==> src/rtl/axi4lite_arbiter_2to1_pkg.sv <==
// Shared types and constants for the two-master AXI4-Lite arbiter.
package axi4lite_arb_pkg;

  typedef enum logic [2:0] {
    IDLE  = 3'd0,
    WRITE = 3'd1,
    WRESP = 3'd2,
    READ  = 3'd3,
    RRESP = 3'd4
  } arb_state_e;

  localparam logic [1:0] OKAY   = 2'b00;
  localparam logic [1:0] SLVERR = 2'b10;
  localparam logic [1:0] DECERR = 2'b11;

endpackage

==> src/rtl/axi4lite_arbiter_2to1_if.sv <==
// Bundle of both master ports (packed two-wide) and the shared slave port.
interface axi4lite_arbiter_2to1_if #(
  parameter int ADDR = 32,
  parameter int DATA = 32,
  parameter int PROT = 3,
  parameter int RESP = 2,
  parameter int STRB = 4
);
  logic [2*ADDR-1:0] M_AWADDR, M_ARADDR;
  logic [2*PROT-1:0] M_AWPROT, M_ARPROT;
  logic [1:0]        M_AWVALID, M_WVALID, M_ARVALID, M_BREADY, M_RREADY;
  logic [2*DATA-1:0] M_WDATA;
  logic [2*STRB-1:0] M_WSTRB;
  logic [1:0]        M_AWREADY, M_WREADY, M_ARREADY, M_BVALID, M_RVALID;
  logic [RESP-1:0]   M_BRESP, M_RRESP;
  logic [DATA-1:0]   M_RDATA;

  logic [ADDR-1:0]   AXI_AWADDR, AXI_ARADDR;
  logic [PROT-1:0]   AXI_AWPROT, AXI_ARPROT;
  logic [DATA-1:0]   AXI_WDATA;
  logic [STRB-1:0]   AXI_WSTRB;
  logic              AXI_AWVALID, AXI_WVALID, AXI_ARVALID, AXI_BREADY, AXI_RREADY;
  logic              AXI_AWREADY, AXI_WREADY, AXI_ARREADY, AXI_BVALID, AXI_RVALID;
  logic [RESP-1:0]   AXI_BRESP, AXI_RRESP;
  logic [DATA-1:0]   AXI_RDATA;

  // Arbiter view: it masters the shared slave port and serves both masters.
  modport master (
    input  M_AWADDR, M_ARADDR, M_AWPROT, M_ARPROT, M_AWVALID, M_WVALID, M_ARVALID,
           M_BREADY, M_RREADY, M_WDATA, M_WSTRB,
    output M_AWREADY, M_WREADY, M_ARREADY, M_BVALID, M_RVALID, M_BRESP, M_RRESP, M_RDATA,
    output AXI_AWADDR, AXI_ARADDR, AXI_AWPROT, AXI_ARPROT, AXI_WDATA, AXI_WSTRB,
           AXI_AWVALID, AXI_WVALID, AXI_ARVALID, AXI_BREADY, AXI_RREADY,
    input  AXI_AWREADY, AXI_WREADY, AXI_ARREADY, AXI_BVALID, AXI_RVALID,
           AXI_BRESP, AXI_RRESP, AXI_RDATA
  );

  // Environment view: the two masters plus the downstream slave.
  modport slave (
    output M_AWADDR, M_ARADDR, M_AWPROT, M_ARPROT, M_AWVALID, M_WVALID, M_ARVALID,
           M_BREADY, M_RREADY, M_WDATA, M_WSTRB,
    input  M_AWREADY, M_WREADY, M_ARREADY, M_BVALID, M_RVALID, M_BRESP, M_RRESP, M_RDATA,
    input  AXI_AWADDR, AXI_ARADDR, AXI_AWPROT, AXI_ARPROT, AXI_WDATA, AXI_WSTRB,
           AXI_AWVALID, AXI_WVALID, AXI_ARVALID, AXI_BREADY, AXI_RREADY,
    output AXI_AWREADY, AXI_WREADY, AXI_ARREADY, AXI_BVALID, AXI_RVALID,
           AXI_BRESP, AXI_RRESP, AXI_RDATA
  );
endinterface

==> src/rtl/axi4lite_arbiter_2to1_rr_pick.sv <==
// Two-way round-robin pick: the master not served last wins a tie.
module axi4lite_rr_pick (
  input  logic [1:0] req,
  input  logic       rr_last,
  output logic       gnt_idx,
  output logic       any
);

  assign any     = |req;
  assign gnt_idx = (req == 2'b11) ? ~rr_last : req[1];

endmodule

==> src/rtl/axi4lite_arbiter_2to1.sv <==
// Shares one AXI4-Lite slave port between two masters, one transaction per grant.
// state | meaning
// IDLE  | no grant held; pick a master and an operation
// WRITE | AW and W channels open to the granted master
// WRESP | waiting for the B handshake
// READ  | AR channel open to the granted master
// RRESP | waiting for the R handshake
module axi4lite_arbiter_2to1
  import axi4lite_arb_pkg::*;
#(
  parameter int ADDR = 32,
  parameter int DATA = 32,
  parameter int PROT = 3,
  parameter int RESP = 2,
  parameter int STRB = 4
) (
  input  logic                          ACLK,
  input  logic                          ARESETN,
  axi4lite_arbiter_2to1_if.master       bus,
  output logic                          GRANT,
  output logic                          BUSY
);

  arb_state_e state;
  logic       rr_last, last_op_wr, aw_done, w_done;
  logic       pick_idx, pick_any, pick_wr;
  logic       aw_hs, w_hs, b_hs, ar_hs, r_hs;
  logic       axi_awvalid, axi_wvalid, axi_arvalid, axi_bready, axi_rready;
  logic [1:0] m_awready, m_wready, m_arready, m_bvalid, m_rvalid;

  axi4lite_rr_pick u_pick (
    .req     (bus.M_AWVALID | bus.M_ARVALID),
    .rr_last (rr_last),
    .gnt_idx (pick_idx),
    .any     (pick_any)
  );

  // A master holding both valids alternates, steered by the last operation served.
  assign pick_wr = bus.M_AWVALID[pick_idx] & (~bus.M_ARVALID[pick_idx] | ~last_op_wr);

  always_comb begin
    axi_awvalid = 1'b0;
    axi_wvalid  = 1'b0;
    axi_arvalid = 1'b0;
    axi_bready  = 1'b0;
    axi_rready  = 1'b0;
    m_awready   = 2'b00;
    m_wready    = 2'b00;
    m_arready   = 2'b00;
    m_bvalid    = 2'b00;
    m_rvalid    = 2'b00;
    case (state)
      WRITE: begin
        axi_awvalid      = bus.M_AWVALID[GRANT] & ~aw_done;
        axi_wvalid       = bus.M_WVALID[GRANT] & ~w_done;
        m_awready[GRANT] = bus.AXI_AWREADY & ~aw_done;
        m_wready[GRANT]  = bus.AXI_WREADY & ~w_done;
      end
      WRESP: begin
        axi_bready      = bus.M_BREADY[GRANT];
        m_bvalid[GRANT] = bus.AXI_BVALID;
      end
      READ: begin
        axi_arvalid      = bus.M_ARVALID[GRANT];
        m_arready[GRANT] = bus.AXI_ARREADY;
      end
      RRESP: begin
        axi_rready      = bus.M_RREADY[GRANT];
        m_rvalid[GRANT] = bus.AXI_RVALID;
      end
      default: ;
    endcase
  end

  assign aw_hs = axi_awvalid & bus.AXI_AWREADY;
  assign w_hs  = axi_wvalid & bus.AXI_WREADY;
  assign b_hs  = axi_bready & bus.AXI_BVALID;
  assign ar_hs = axi_arvalid & bus.AXI_ARREADY;
  assign r_hs  = axi_rready & bus.AXI_RVALID;

  always_ff @(posedge ACLK or negedge ARESETN) begin
    if (!ARESETN) begin
      state      <= IDLE;
      GRANT      <= 1'b0;
      rr_last    <= 1'b1;
      last_op_wr <= 1'b0;
      aw_done    <= 1'b0;
      w_done     <= 1'b0;
    end else begin
      case (state)
        IDLE: if (pick_any) begin
          GRANT <= pick_idx;
          state <= pick_wr ? WRITE : READ;
        end
        WRITE: begin
          if ((aw_done | aw_hs) && (w_done | w_hs)) begin
            state   <= WRESP;
            aw_done <= 1'b0;
            w_done  <= 1'b0;
          end else begin
            if (aw_hs) aw_done <= 1'b1;
            if (w_hs)  w_done  <= 1'b1;
          end
        end
        WRESP: if (b_hs) begin
          state      <= IDLE;
          rr_last    <= GRANT;
          last_op_wr <= 1'b1;
        end
        READ: if (ar_hs) state <= RRESP;
        RRESP: if (r_hs) begin
          state      <= IDLE;
          rr_last    <= GRANT;
          last_op_wr <= 1'b0;
        end
        default: state <= IDLE;
      endcase
    end
  end

  assign BUSY = (state != IDLE);

  assign bus.AXI_AWVALID = axi_awvalid;
  assign bus.AXI_WVALID  = axi_wvalid;
  assign bus.AXI_ARVALID = axi_arvalid;
  assign bus.AXI_BREADY  = axi_bready;
  assign bus.AXI_RREADY  = axi_rready;
  assign bus.M_AWREADY   = m_awready;
  assign bus.M_WREADY    = m_wready;
  assign bus.M_ARREADY   = m_arready;
  assign bus.M_BVALID    = m_bvalid;
  assign bus.M_RVALID    = m_rvalid;

  assign bus.AXI_AWADDR = GRANT ? bus.M_AWADDR[ADDR +: ADDR] : bus.M_AWADDR[0 +: ADDR];
  assign bus.AXI_ARADDR = GRANT ? bus.M_ARADDR[ADDR +: ADDR] : bus.M_ARADDR[0 +: ADDR];
  assign bus.AXI_AWPROT = GRANT ? bus.M_AWPROT[PROT +: PROT] : bus.M_AWPROT[0 +: PROT];
  assign bus.AXI_ARPROT = GRANT ? bus.M_ARPROT[PROT +: PROT] : bus.M_ARPROT[0 +: PROT];
  assign bus.AXI_WDATA  = GRANT ? bus.M_WDATA[DATA +: DATA]  : bus.M_WDATA[0 +: DATA];
  assign bus.AXI_WSTRB  = GRANT ? bus.M_WSTRB[STRB +: STRB]  : bus.M_WSTRB[0 +: STRB];

  assign bus.M_BRESP = bus.AXI_BRESP[RESP-1:0];
  assign bus.M_RRESP = bus.AXI_RRESP[RESP-1:0];
  assign bus.M_RDATA = bus.AXI_RDATA[DATA-1:0];

endmodule

==> src/flat_wrapper.sv <==
// flat-port wrapper written by rule: the top's interface ports become plain ports
module axi4lite_arbiter_2to1_flat import axi4lite_arb_pkg::*;
#(
  parameter int ADDR = 32,
  parameter int DATA = 32,
  parameter int PROT = 3,
  parameter int RESP = 2,
  parameter int STRB = 4
)
  (ACLK, ARESETN, GRANT, BUSY, bus_M_AWADDR, bus_M_ARADDR, bus_M_AWPROT, bus_M_ARPROT, bus_M_AWVALID, bus_M_WVALID, bus_M_ARVALID, bus_M_BREADY, bus_M_RREADY, bus_M_WDATA, bus_M_WSTRB, bus_M_AWREADY, bus_M_WREADY, bus_M_ARREADY, bus_M_BVALID, bus_M_RVALID, bus_M_BRESP, bus_M_RRESP, bus_M_RDATA, bus_AXI_AWADDR, bus_AXI_ARADDR, bus_AXI_AWPROT, bus_AXI_ARPROT, bus_AXI_WDATA, bus_AXI_WSTRB, bus_AXI_AWVALID, bus_AXI_WVALID, bus_AXI_ARVALID, bus_AXI_BREADY, bus_AXI_RREADY, bus_AXI_AWREADY, bus_AXI_WREADY, bus_AXI_ARREADY, bus_AXI_BVALID, bus_AXI_RVALID, bus_AXI_BRESP, bus_AXI_RRESP, bus_AXI_RDATA);
  axi4lite_arbiter_2to1_if #(.ADDR(ADDR), .DATA(DATA), .PROT(PROT), .RESP(RESP), .STRB(STRB)) bus_i ();
  input  logic ACLK;
  input  logic ARESETN;
  output logic GRANT;
  output logic BUSY;
  input wire logic [$bits(bus_i.M_AWADDR)-1:0] bus_M_AWADDR;
  input wire logic [$bits(bus_i.M_ARADDR)-1:0] bus_M_ARADDR;
  input wire logic [$bits(bus_i.M_AWPROT)-1:0] bus_M_AWPROT;
  input wire logic [$bits(bus_i.M_ARPROT)-1:0] bus_M_ARPROT;
  input wire logic [$bits(bus_i.M_AWVALID)-1:0] bus_M_AWVALID;
  input wire logic [$bits(bus_i.M_WVALID)-1:0] bus_M_WVALID;
  input wire logic [$bits(bus_i.M_ARVALID)-1:0] bus_M_ARVALID;
  input wire logic [$bits(bus_i.M_BREADY)-1:0] bus_M_BREADY;
  input wire logic [$bits(bus_i.M_RREADY)-1:0] bus_M_RREADY;
  input wire logic [$bits(bus_i.M_WDATA)-1:0] bus_M_WDATA;
  input wire logic [$bits(bus_i.M_WSTRB)-1:0] bus_M_WSTRB;
  output wire logic [$bits(bus_i.M_AWREADY)-1:0] bus_M_AWREADY;
  output wire logic [$bits(bus_i.M_WREADY)-1:0] bus_M_WREADY;
  output wire logic [$bits(bus_i.M_ARREADY)-1:0] bus_M_ARREADY;
  output wire logic [$bits(bus_i.M_BVALID)-1:0] bus_M_BVALID;
  output wire logic [$bits(bus_i.M_RVALID)-1:0] bus_M_RVALID;
  output wire logic [$bits(bus_i.M_BRESP)-1:0] bus_M_BRESP;
  output wire logic [$bits(bus_i.M_RRESP)-1:0] bus_M_RRESP;
  output wire logic [$bits(bus_i.M_RDATA)-1:0] bus_M_RDATA;
  output wire logic [$bits(bus_i.AXI_AWADDR)-1:0] bus_AXI_AWADDR;
  output wire logic [$bits(bus_i.AXI_ARADDR)-1:0] bus_AXI_ARADDR;
  output wire logic [$bits(bus_i.AXI_AWPROT)-1:0] bus_AXI_AWPROT;
  output wire logic [$bits(bus_i.AXI_ARPROT)-1:0] bus_AXI_ARPROT;
  output wire logic [$bits(bus_i.AXI_WDATA)-1:0] bus_AXI_WDATA;
  output wire logic [$bits(bus_i.AXI_WSTRB)-1:0] bus_AXI_WSTRB;
  output wire logic [$bits(bus_i.AXI_AWVALID)-1:0] bus_AXI_AWVALID;
  output wire logic [$bits(bus_i.AXI_WVALID)-1:0] bus_AXI_WVALID;
  output wire logic [$bits(bus_i.AXI_ARVALID)-1:0] bus_AXI_ARVALID;
  output wire logic [$bits(bus_i.AXI_BREADY)-1:0] bus_AXI_BREADY;
  output wire logic [$bits(bus_i.AXI_RREADY)-1:0] bus_AXI_RREADY;
  input wire logic [$bits(bus_i.AXI_AWREADY)-1:0] bus_AXI_AWREADY;
  input wire logic [$bits(bus_i.AXI_WREADY)-1:0] bus_AXI_WREADY;
  input wire logic [$bits(bus_i.AXI_ARREADY)-1:0] bus_AXI_ARREADY;
  input wire logic [$bits(bus_i.AXI_BVALID)-1:0] bus_AXI_BVALID;
  input wire logic [$bits(bus_i.AXI_RVALID)-1:0] bus_AXI_RVALID;
  input wire logic [$bits(bus_i.AXI_BRESP)-1:0] bus_AXI_BRESP;
  input wire logic [$bits(bus_i.AXI_RRESP)-1:0] bus_AXI_RRESP;
  input wire logic [$bits(bus_i.AXI_RDATA)-1:0] bus_AXI_RDATA;
  assign bus_i.M_AWADDR = bus_M_AWADDR;
  assign bus_i.M_ARADDR = bus_M_ARADDR;
  assign bus_i.M_AWPROT = bus_M_AWPROT;
  assign bus_i.M_ARPROT = bus_M_ARPROT;
  assign bus_i.M_AWVALID = bus_M_AWVALID;
  assign bus_i.M_WVALID = bus_M_WVALID;
  assign bus_i.M_ARVALID = bus_M_ARVALID;
  assign bus_i.M_BREADY = bus_M_BREADY;
  assign bus_i.M_RREADY = bus_M_RREADY;
  assign bus_i.M_WDATA = bus_M_WDATA;
  assign bus_i.M_WSTRB = bus_M_WSTRB;
  assign bus_M_AWREADY = bus_i.M_AWREADY;
  assign bus_M_WREADY = bus_i.M_WREADY;
  assign bus_M_ARREADY = bus_i.M_ARREADY;
  assign bus_M_BVALID = bus_i.M_BVALID;
  assign bus_M_RVALID = bus_i.M_RVALID;
  assign bus_M_BRESP = bus_i.M_BRESP;
  assign bus_M_RRESP = bus_i.M_RRESP;
  assign bus_M_RDATA = bus_i.M_RDATA;
  assign bus_AXI_AWADDR = bus_i.AXI_AWADDR;
  assign bus_AXI_ARADDR = bus_i.AXI_ARADDR;
  assign bus_AXI_AWPROT = bus_i.AXI_AWPROT;
  assign bus_AXI_ARPROT = bus_i.AXI_ARPROT;
  assign bus_AXI_WDATA = bus_i.AXI_WDATA;
  assign bus_AXI_WSTRB = bus_i.AXI_WSTRB;
  assign bus_AXI_AWVALID = bus_i.AXI_AWVALID;
  assign bus_AXI_WVALID = bus_i.AXI_WVALID;
  assign bus_AXI_ARVALID = bus_i.AXI_ARVALID;
  assign bus_AXI_BREADY = bus_i.AXI_BREADY;
  assign bus_AXI_RREADY = bus_i.AXI_RREADY;
  assign bus_i.AXI_AWREADY = bus_AXI_AWREADY;
  assign bus_i.AXI_WREADY = bus_AXI_WREADY;
  assign bus_i.AXI_ARREADY = bus_AXI_ARREADY;
  assign bus_i.AXI_BVALID = bus_AXI_BVALID;
  assign bus_i.AXI_RVALID = bus_AXI_RVALID;
  assign bus_i.AXI_BRESP = bus_AXI_BRESP;
  assign bus_i.AXI_RRESP = bus_AXI_RRESP;
  assign bus_i.AXI_RDATA = bus_AXI_RDATA;
  axi4lite_arbiter_2to1 #(.ADDR(ADDR), .DATA(DATA), .PROT(PROT), .RESP(RESP), .STRB(STRB)) u_core (.ACLK(ACLK), .ARESETN(ARESETN), .bus(bus_i), .GRANT(GRANT), .BUSY(BUSY));
endmodule
==> config.mk <==
export PLATFORM = sky130hd
export DESIGN_NAME = axi4lite_arbiter_2to1_flat
export DESIGN_NICKNAME = d
export VERILOG_FILES = /design/src/rtl/axi4lite_arbiter_2to1_pkg.sv /design/src/rtl/axi4lite_arbiter_2to1_if.sv /design/src/rtl/axi4lite_arbiter_2to1_rr_pick.sv /design/src/rtl/axi4lite_arbiter_2to1.sv /design/src/flat_wrapper.sv
export SDC_FILE = /design/constraint.sdc
export NUM_CORES = 1
export LEC_CHECK = 0
export CAP_MARGIN = 10
export CORE_AREA = 2 2 162 164
export DETAILED_ROUTE_END_ITERATION = 16
export DIE_AREA = 0 0 164 166
export PLACE_DENSITY_LB_ADDON = 0.12
export RECOVER_POWER = 25
export REMOVE_ABC_BUFFERS = 1
export SKIP_LAST_GASP = 1
export SYNTH_ARGS = -nofsm -noshare
export SYNTH_HDL_FRONTEND = slang
export SYNTH_SLANG_ARGS = --single-unit
==> constraint.sdc <==
create_clock -name ACLK -period 2.1 [get_ports ACLK]
set_input_delay 0.42 -clock ACLK [delete_from_list [all_inputs] [get_ports ACLK]]
set_output_delay 0.42 -clock ACLK [all_outputs]
set_load 0.02 [all_outputs]
# Word level (Yosys, flattened, before mapping)
# Cells that the tools add are included.
# word_totals
ff_bits	8
inputBits	265
# op_classes
order_cmp	3
n_eq_ne	10
mux	50
n_bitwise	24
reduce_logical	13
# ops
op	n
32-bit 2-to-1 mux	3
1-bit 2-to-1 mux	29
3-bit 2-to-1 mux	7
3-bit one-hot mux with 5 select lines	1
2-bit 2-to-1 mux	6
1-bit AND	10
2-bit AND	5
2-bit by 1-bit inequality test with 1-bit output, second input constant	5
3-bit by 2-bit equality test with 1-bit output, second input constant	2
2-bit AND reduction	3
2-bit nonzero test	3
1-bit inverter	5
5-bit AND reduction	1
1-bit by 2-bit less-than comparator with 1-bit output, second input constant	2
4-bit 2-to-1 mux	1
1-bit one-hot mux with 2 select lines	2
3-bit by 1-bit equality test with 1-bit output, second input constant	1
3-bit equality test, second input constant	1
3-bit zero test	1
1-bit bitwise OR	3
3-bit AND reduction	1
3-bit nonzero test	1
2-bit equality test, second input constant	1
1-bit logical AND	2
other kinds (4)	4

# Longest topological paths before layout
# Gate-level depths: netlist (run 1).
# logic_depth
depth_word	11
ltp_mapped	6

# Hierarchy
# Synthesis (run 1) repeated with hierarchy kept, for this count alone.
# hier_totals
cells_unflattened	245
hier_area_um2	2277.2
# modules_own_cells
module	n_inst	cells_each	area_per_inst_um2	seq_area_each_um2
axi4lite_arbiter_2to1	1	243	2263.4	201.4
axi4lite_rr_pick	1	2	13.8	0.0

# Least setup slack after synthesis (run 1)
# OpenSTA, ideal clock, no wires.
# synth_path
kind	register to output
from	register u_core.GRANT
to	output bus_M_AWREADY[0]
arrival_time_ps	1691
required_time_ps	1680
setup_slack_ps	-11
stages_incl_launch_ff	5
n_path_buf	3
path_cell_list	dfrtp_1 > buf_6 > buf_2 > buf_2 > nor4_1
# synth_between
elab_chain_cells	6
elab_cells_between_ends	7
cone_classes	order compare (2); mux (3); bitwise (1); reduce/logical (1)
# synth_rtl
item	line	text
start, declared	axi4lite_arbiter_2to1.sv:20	output logic GRANT,
start signal, assigned	axi4lite_arbiter_2to1.sv:92	GRANT <= pick_idx;
1-bit by 2-bit less-than comparator with 1-bit output (implied by the code) / 1-bit >= comparator (equally long branches)	axi4lite_arbiter_2to1.sv:56	m_awready[GRANT] = bus.AXI_AWREADY & ~aw_done;
1-bit logical AND (implied by the code)	axi4lite_arbiter_2to1.sv:56	
1-bit 2-to-1 mux (implied by the code)	axi4lite_arbiter_2to1.sv:56	
1-bit demux with 1-bit select *	-	
2-bit AND (no line) *	-	
2-bit 2-to-1 mux *	axi4lite_arbiter_2to1.sv:52	case (state)
end, declared	flat_wrapper.sv:27	output wire logic [$bits(bus_i.M_AWREADY)-1:0] bus_M_AWREADY;
# Mark *: on every way between the ends. The rest lies on a longest branch, timed or not.

# Worst setup path after layout (run 1)
# layout_path
from	register u_core.GRANT
to	output bus_AXI_ARADDR[25]
# layout_between
elab_chain_cells	1
# layout_rtl
item	line	text
32-bit 2-to-1 mux	axi4lite_arbiter_2to1.sv:135	assign bus.AXI_ARADDR = GRANT ? bus.M_ARADDR[ADDR +: ADDR] : bus.M_ARADDR[0 +: ADDR];
end, declared	flat_wrapper.sv:36	output wire logic [$bits(bus_i.AXI_ARADDR)-1:0] bus_AXI_ARADDR;
# No other way between the ends.

==> results of run 1 <==
==> path summary, 6_finish.rpt <==
check	from	depth (start not counted)	to
hold reg to reg	u_core.rr_last	2	u_core.rr_last
max in group asynchronous	ARESETN	1	u_core.GRANT
hold / removal	ARESETN	1	u_core.w_done
setup reg to reg	u_core.GRANT	8	u_core.state[0]
min in group ACLK	u_core.rr_last	2	u_core.rr_last
setup / recovery	u_core.GRANT	5	bus_AXI_ARADDR[25]
==> registers in the layout, indices dropped and copies added (netlist names) <==
name and count:
u_core.rr_last 1, u_core.GRANT 1, u_core.aw_done 1, u_core.last_op_wr 1
u_core.state 3, u_core.w_done 1
==> stage by stage <==
step,worst slack [ns],setup TNS [ns],total power [mW]
after floorplan,-2.44,-228.14,2.55
after global placement,-0.310,-2.64,5.73
after detailed placement,-0.329,-2.63,5.69
after CTS,-0.198,-4.06,5.99
after global routing,-0.172,-2.46,6.37
final,-0.0833,-1.23,5.97
==> where the power goes <==
part           total (mW)  switching [mW]  internal [mW]
Sequential          0.328          0.0932          0.235
Clock               0.338          0.0846          0.254
Combinational        5.30            2.52           2.78
Total                5.97            2.70           3.27
==> kinds of logic after synthesis <==
logic type | synth area share, %
compound gates | 7.71
flops | 9.13
simple gates | 8.90
mux | 56.7
buf+inv | 17.6
==> cell usage after synthesis (all sizes together), types with 2 or more instances <==
cell / n
mux2: 106
buf: 50
nor2: 12
o21ai: 10
nand2: 8
dfrtp: 7
inv: 7
nor3: 6
mux2i: 5
nor4: 4
nand3: 3
o21bai: 3
a21oi: 2
a2bb2oi: 2
nand2b: 2
nor2b: 2
o31ai: 2
or2: 2
==> area by class of cell <==
type / count / area share (%)
well taps: 335 / 6.82
repair buffers: 400 / 61.0
clock buffers: 4 / 1.28
inverters: 7 / 0.427
flip-flops and latches: 8 / 3.34
diodes: 1 / 0.0407
multi-input cells: 176 / 27.1
==> timing repair <==
| action | 4_1_cts | 5_1_grt |
|---|---|---|
| gates cloned | 2 | 1 |
| setup endpoints to repair | 114 | 76 |
| pin swaps | 0 | 1 |
| gates resized for setup | 188 | 128 |
| setup buffers | 4 | 4 |
==> routing by layer <==
metal  GRT usage [%]  up-vias  wire length, um
li1                -     1554                -
met1            12.8     1503             6270
met2            19.8      233             8030
met3            9.12       13             3050
met4            1.03        8               65
met5            3.27        -              164
==> results.md, run 1 <==
- Crit path cell chain: buf_12, buf_6, buf_4, mux2_2, dlygate4sd2_1
- Largest net degree at the start of global routing: 17
- Reg2reg setup slack: between 0.2 and 0.3 ns
- Global-route wire length before repair: around 24000 um
- Yosys warns: 0
- Post-Synthesis Cells: 241
- Synth top area share: 54.1%
- Worst Skew: 0.00244 ns
- Area of the multi-input gates: 1670 sq um
- Core Area: between 20000 and 30000 sq um
- Worst slew pin tran: 0.423 ns
- Post-layout util: 24.0%
- Initial antenna violation count: 5
- Initial Utilization: 8.62%
- CP max FO: 7
- Sink Count: 8
- Vias in the first global route: around 3700
- Fmax achieved: 0.458 GHz
- GP Congestion: 0.746
- Max cap viols: 0
- TritonCTS clock tree: yes
- NumNets Final: 861
- Startpoint types: register
- Crit path required time: 1.68 ns
- Layout Area Growth over Synthesis: 179%
- Reg clk slew, reported paths: 0.04 ns
- Static Leak: 2.50 nW
- Critical path buffer and inverter count: 4
- Vias per cell: around 3.6
- Final instance area: about 6100 sq um
- Tcrit/Tclk final: 104%
- Share of cells above drive strength 1: approximately 43%
- Hold WS: 0.489 ns
- Crit-path slowest cell: dfrtp_4
- # rows: roughly 60
- Min-Delay Path Class: input pin to asynchronous set/reset pin
- Final hold violations: 0
- DRT iter0 DRCs: 39
- # fillers: 2845
- Final setup violation count: 27
- Inst Count DP: 915
- Pwr dens: 971 nW/um^2
- Ys async rst share: 100%
- Post-synthesis register bit count: 8
- Port bufs: ~350
- Leading cell type in the layout, fill and taps excluded: clkdlybuf4s50_1
- Top cells by area, synth: mux2_2, buf_4, dfrtp_1
- Die area: 27200 sq um
- Period minus WS final: 2.18 ns
- Hold buffer count at CTS: 0
- Max Root-Sink Buffers: 2
- Grt total ovfl: 0
- GRT Total Usage: 12.2%
- Crit end category: output port
- Worst setup margin: -0.0833 ns
- Worst path top cell family by delay: buffers and inverters
- Residual DRC: 0
- TritonCTS buffer count: 3
- Via Count: 3311
- H-tree depth: 1
- CTS root buffer: clkbuf_16
- Post-synth EDFFs: 0
- Main synth FF type: dfrtp_1
- Crit-path max cell delay: 0.50 ns
- Post-Layout Cell Count: 931
- Clock Latency Late Sink: 0.24 ns
- Routed WL: 17600 um
- Final HPWL DP: roughly 16000 um
- Chip Width: 164 um
- Critical path arrival: between 1.5 and 2 ns
- Crit path kind: register to output port
- Maximum VDD drop: 0.469 mV
- Syn Area/Cell: 9.16 sq um
- Unique cell type count in the Yosys netlist: 33
- DR pass1 iterations: 4
- Final ANT Viol Nets: 0
- Most frequent cells in the layout: clkdlybuf4s50_1, mux2_2, clkbuf_2
- Synthesized area: 2210 sq um
- RSZ-0062 raised after global routing: true
- Wirelength per Cell: 18.9 um
- Worst rel slew slack: 71.7%
- Max-slew violations: 0
- Register area: 205 sq um
- Die H: about 170 um
- Outcome: finished with violations
- Area post-placement: 6120 sq um
- Num ports: ~420
- Failing checks: setup timing
- Register area share after synthesis: 9.13%
- Post-synth top area cell: mux2_2
(Power assumes the default switching activity.)
==> inputs of run 2 (changes only) <==
MAX_ROUTING_LAYER = met4   (was unset)
==> run 2 against run 1 <==
Against the previous run: the run still ends with setup timing left; die area unchanged; non-clock buffer count unchanged; count of clock-buffer cells in the layout stayed put; via count is 0.54% lower; global-route usage up 0.36 points; core utilization about the same; sequential share of layout area hardly changed; final cell count rose by 0.32%; sequential power barely moved; combinational power hardly changed; critical path depth unchanged; critical path type unchanged.
==> results.md, run 2 (synthesized netlist as in run 1, its figures left out) <==
- Period minus WS final: 2.18 ns (-0.000752 ns)
- Largest net degree at the start of global routing: 17 (unchanged)
- Worst path top cell family by delay: buffers and inverters
- Max Root-Sink Buffers: 2 (unchanged)
- Most frequent cells in the layout: clkdlybuf4s50_1, mux2_2, clkbuf_2
- Initial antenna violation count: 4 (-1)
- Layout Area Growth over Synthesis: 179%
- Pwr dens: 970 nW/um^2 (-0.13%)
- Via Count: 3293 (-0.54%)
- RR Startpoint: u_core.GRANT
- TritonCTS buffer count: 3 (unchanged)
- Crit-path max cell delay: 0.50 ns (about the same)
- # fillers: 2845 (unchanged)
- Crit-path slowest cell: dfrtp_4
- CTS root buffer: clkbuf_16
- Largest Register: u_core.state
- Area of the multi-input gates: 1670 sq um (unchanged)
- Fmax achieved: 0.458 GHz (about the same)
- Worst rel slew slack: 71.7% (about the same)
- TritonCTS clock tree: yes
- Register area: 205 sq um (unchanged)
- CP max FO: 7 (unchanged)
- Dpl ws: -0.329 ns (unchanged)
- Port bufs: 351 (unchanged)
- Static Leak: 2.50 nW (about the same)
- H-tree depth: 1 (unchanged)
- Share of cells above drive strength 1: 42.7% (unchanged)
- Tcrit/Tclk final: 104% (about the same)
- Max cap viols: 0 (unchanged)
- Final hold violations: 0 (unchanged)
- NumNets Final: 861 (unchanged)
- Final ANT Viol Nets: 0 (unchanged)
- Startpoint types: register
- Vias in the first global route: 3697 (+0.41%)
- Worst Skew: 0.00254 ns (+0.000103 ns)
- Internal Dissipation: 3.27 mW (about the same)
- Crit. path cell count: 5 (unchanged)
- Clk network pwr share: 5.7% (about the same)
- Final TNS setup: -1.21 ns (+0.0188 ns)
- DR pass1 iterations: 4 (unchanged)
- Final instance area: 6160 sq um (+0.12%)
- Residual DRC: 0 (unchanged)
- Wirelength per Cell: 18.8 um (-0.34%)
- Worst slew pin tran: 0.423 ns (-0.000563 ns)
- DRT iter0 DRCs: 42 (+7.7%)
- Post-Layout Cell Count: 934 (+0.32%)
- Crit end category: output port
- Die area: 27200 sq um (unchanged)
- Crit path kind: register to output port
- Reg clk slew, reported paths: 0.04 ns (about the same)
- Global-route wire length before repair: 24000 um (-0.57%)
- Pwr Total: 5.97 mW (about the same)
- # rows: 59 (unchanged)
- Max-slew violations: 0 (unchanged)
- Sink Count: 8 (unchanged)
- Clock Latency Late Sink: 0.24 ns (about the same)
- Gate power share: 88.8% (about the same)
- Psw: 2.70 mW (about the same)
- Final setup violation count: 27 (unchanged)
- Min-Delay Path Class: input pin to asynchronous set/reset pin
- Reg power frac: 5.5% (about the same)
- Initial Utilization: 8.62% (unchanged)
- Area post-placement: 6120 sq um (unchanged)
- Failing checks: setup timing
- RSZ-0062 raised after global routing: true
- Critical path arrival: 1.76 ns (about the same)
- Routed WL: 17600 um (about the same)
- Sw Share: 45.2% (about the same)
- GP Congestion: 0.755 (+1.3%)
- Core Area: 25600 sq um (unchanged)
- GRT Total Usage: 12.5% (+0.36 points)
- Crit path required time: 1.68 ns (about the same)
- Chip Width: 164 um (unchanged)
- Hold WS: 0.489 ns (-0.000292 ns)
- Num ports: 424 (unchanged)
- Max FFs per register: 3 (unchanged)
- Inst Count DP: 915 (unchanged)
- Crit path cell chain: buf_12, buf_6, buf_4, mux2_2, dlygate4sd2_1
- Final HPWL DP: 15500 um (unchanged)
- Worst reg2reg path endpoint: u_core.state[0]
- Outcome: finished with violations
- Reg2reg setup slack: 0.27 ns (about the same)
- R2r worst-path depth: 8 (unchanged)
- Vias per cell: 3.53 (-0.86%)
- Die H: 166 um (unchanged)
- Critical path buffer and inverter count: 4 (unchanged)
- Worst setup margin: -0.0826 ns (+0.000752 ns)
- Maximum VDD drop: 0.470 mV (+0.27%)
- Post-layout util: 24.0% (+0.029 points)
- Leading cell type in the layout, fill and taps excluded: clkdlybuf4s50_1
- Grt total ovfl: 0 (unchanged)
- Hold buffer count at CTS: 0 (unchanged)
-- run 2: worst max-delay path by stage --
stage / startpoint / to / slack, ns
finish: u_core.GRANT / bus_AXI_ARADDR[25] / -0.08
global route: u_core.GRANT / bus_AXI_WVALID / -0.17
CTS: u_core.GRANT / bus_AXI_WVALID / -0.20
detailed placement: bus_AXI_BVALID / bus_M_BVALID[1] / -0.33
global placement: bus_AXI_BVALID / bus_M_BVALID[1] / -0.31
floorplan: u_core.GRANT / bus_M_AWREADY[1] / -2.44
-- run 2: worst reg2reg max path, stage by stage, from the launching register on --
cell      delay, ns
dfrtp_4        0.50
buf_12         0.17
buf_4          0.15
mux2i_4        0.19
buf_4          0.15
o221ai_2       0.19
o21ai_1        0.11
o21ai_0        0.16
o21ai_1        0.08
-- run 2: repair_timing --
item                       CTS  global route
buffers inserted             4             4
hold endpoints to repair     0             0
gates cloned                 2             1
gates resized for setup    188           128
setup endpoints to repair  114            76
pin swaps                    0             1
-- run 2: area by class of cell --
class	instances	share of cell area [%]
Antenna cell	4	0.163
Clock buffer	4	1.28
Inverter	7	0.427
Multi-Input combinational cell	176	27.1
Sequential cell	8	3.33
Tap cell	335	6.81
Timing Repair Buffer	400	60.9
-- run 2: metal layers --
layer	track usage [%]	part of all wire, %	vias up
met1	13.7	39	1499
met3	8.12	15	5
met5	-	0	-
met4	1.03	0.32	0
met2	19.8	46	231
li1	-	-	1558
-- run 2: power by group through the flow --
stage / Combinational [mW] / Sequential, mW / Clock (mW)
after floorplan: 2.01 / 0.542 / 0
after global placement: 5.41 / 0.323 / 0
after detailed placement: 5.37 / 0.325 / 0
after CTS: 5.32 / 0.328 / 0.341
after global routing: 5.69 / 0.339 / 0.345
final: 5.30 / 0.328 / 0.338
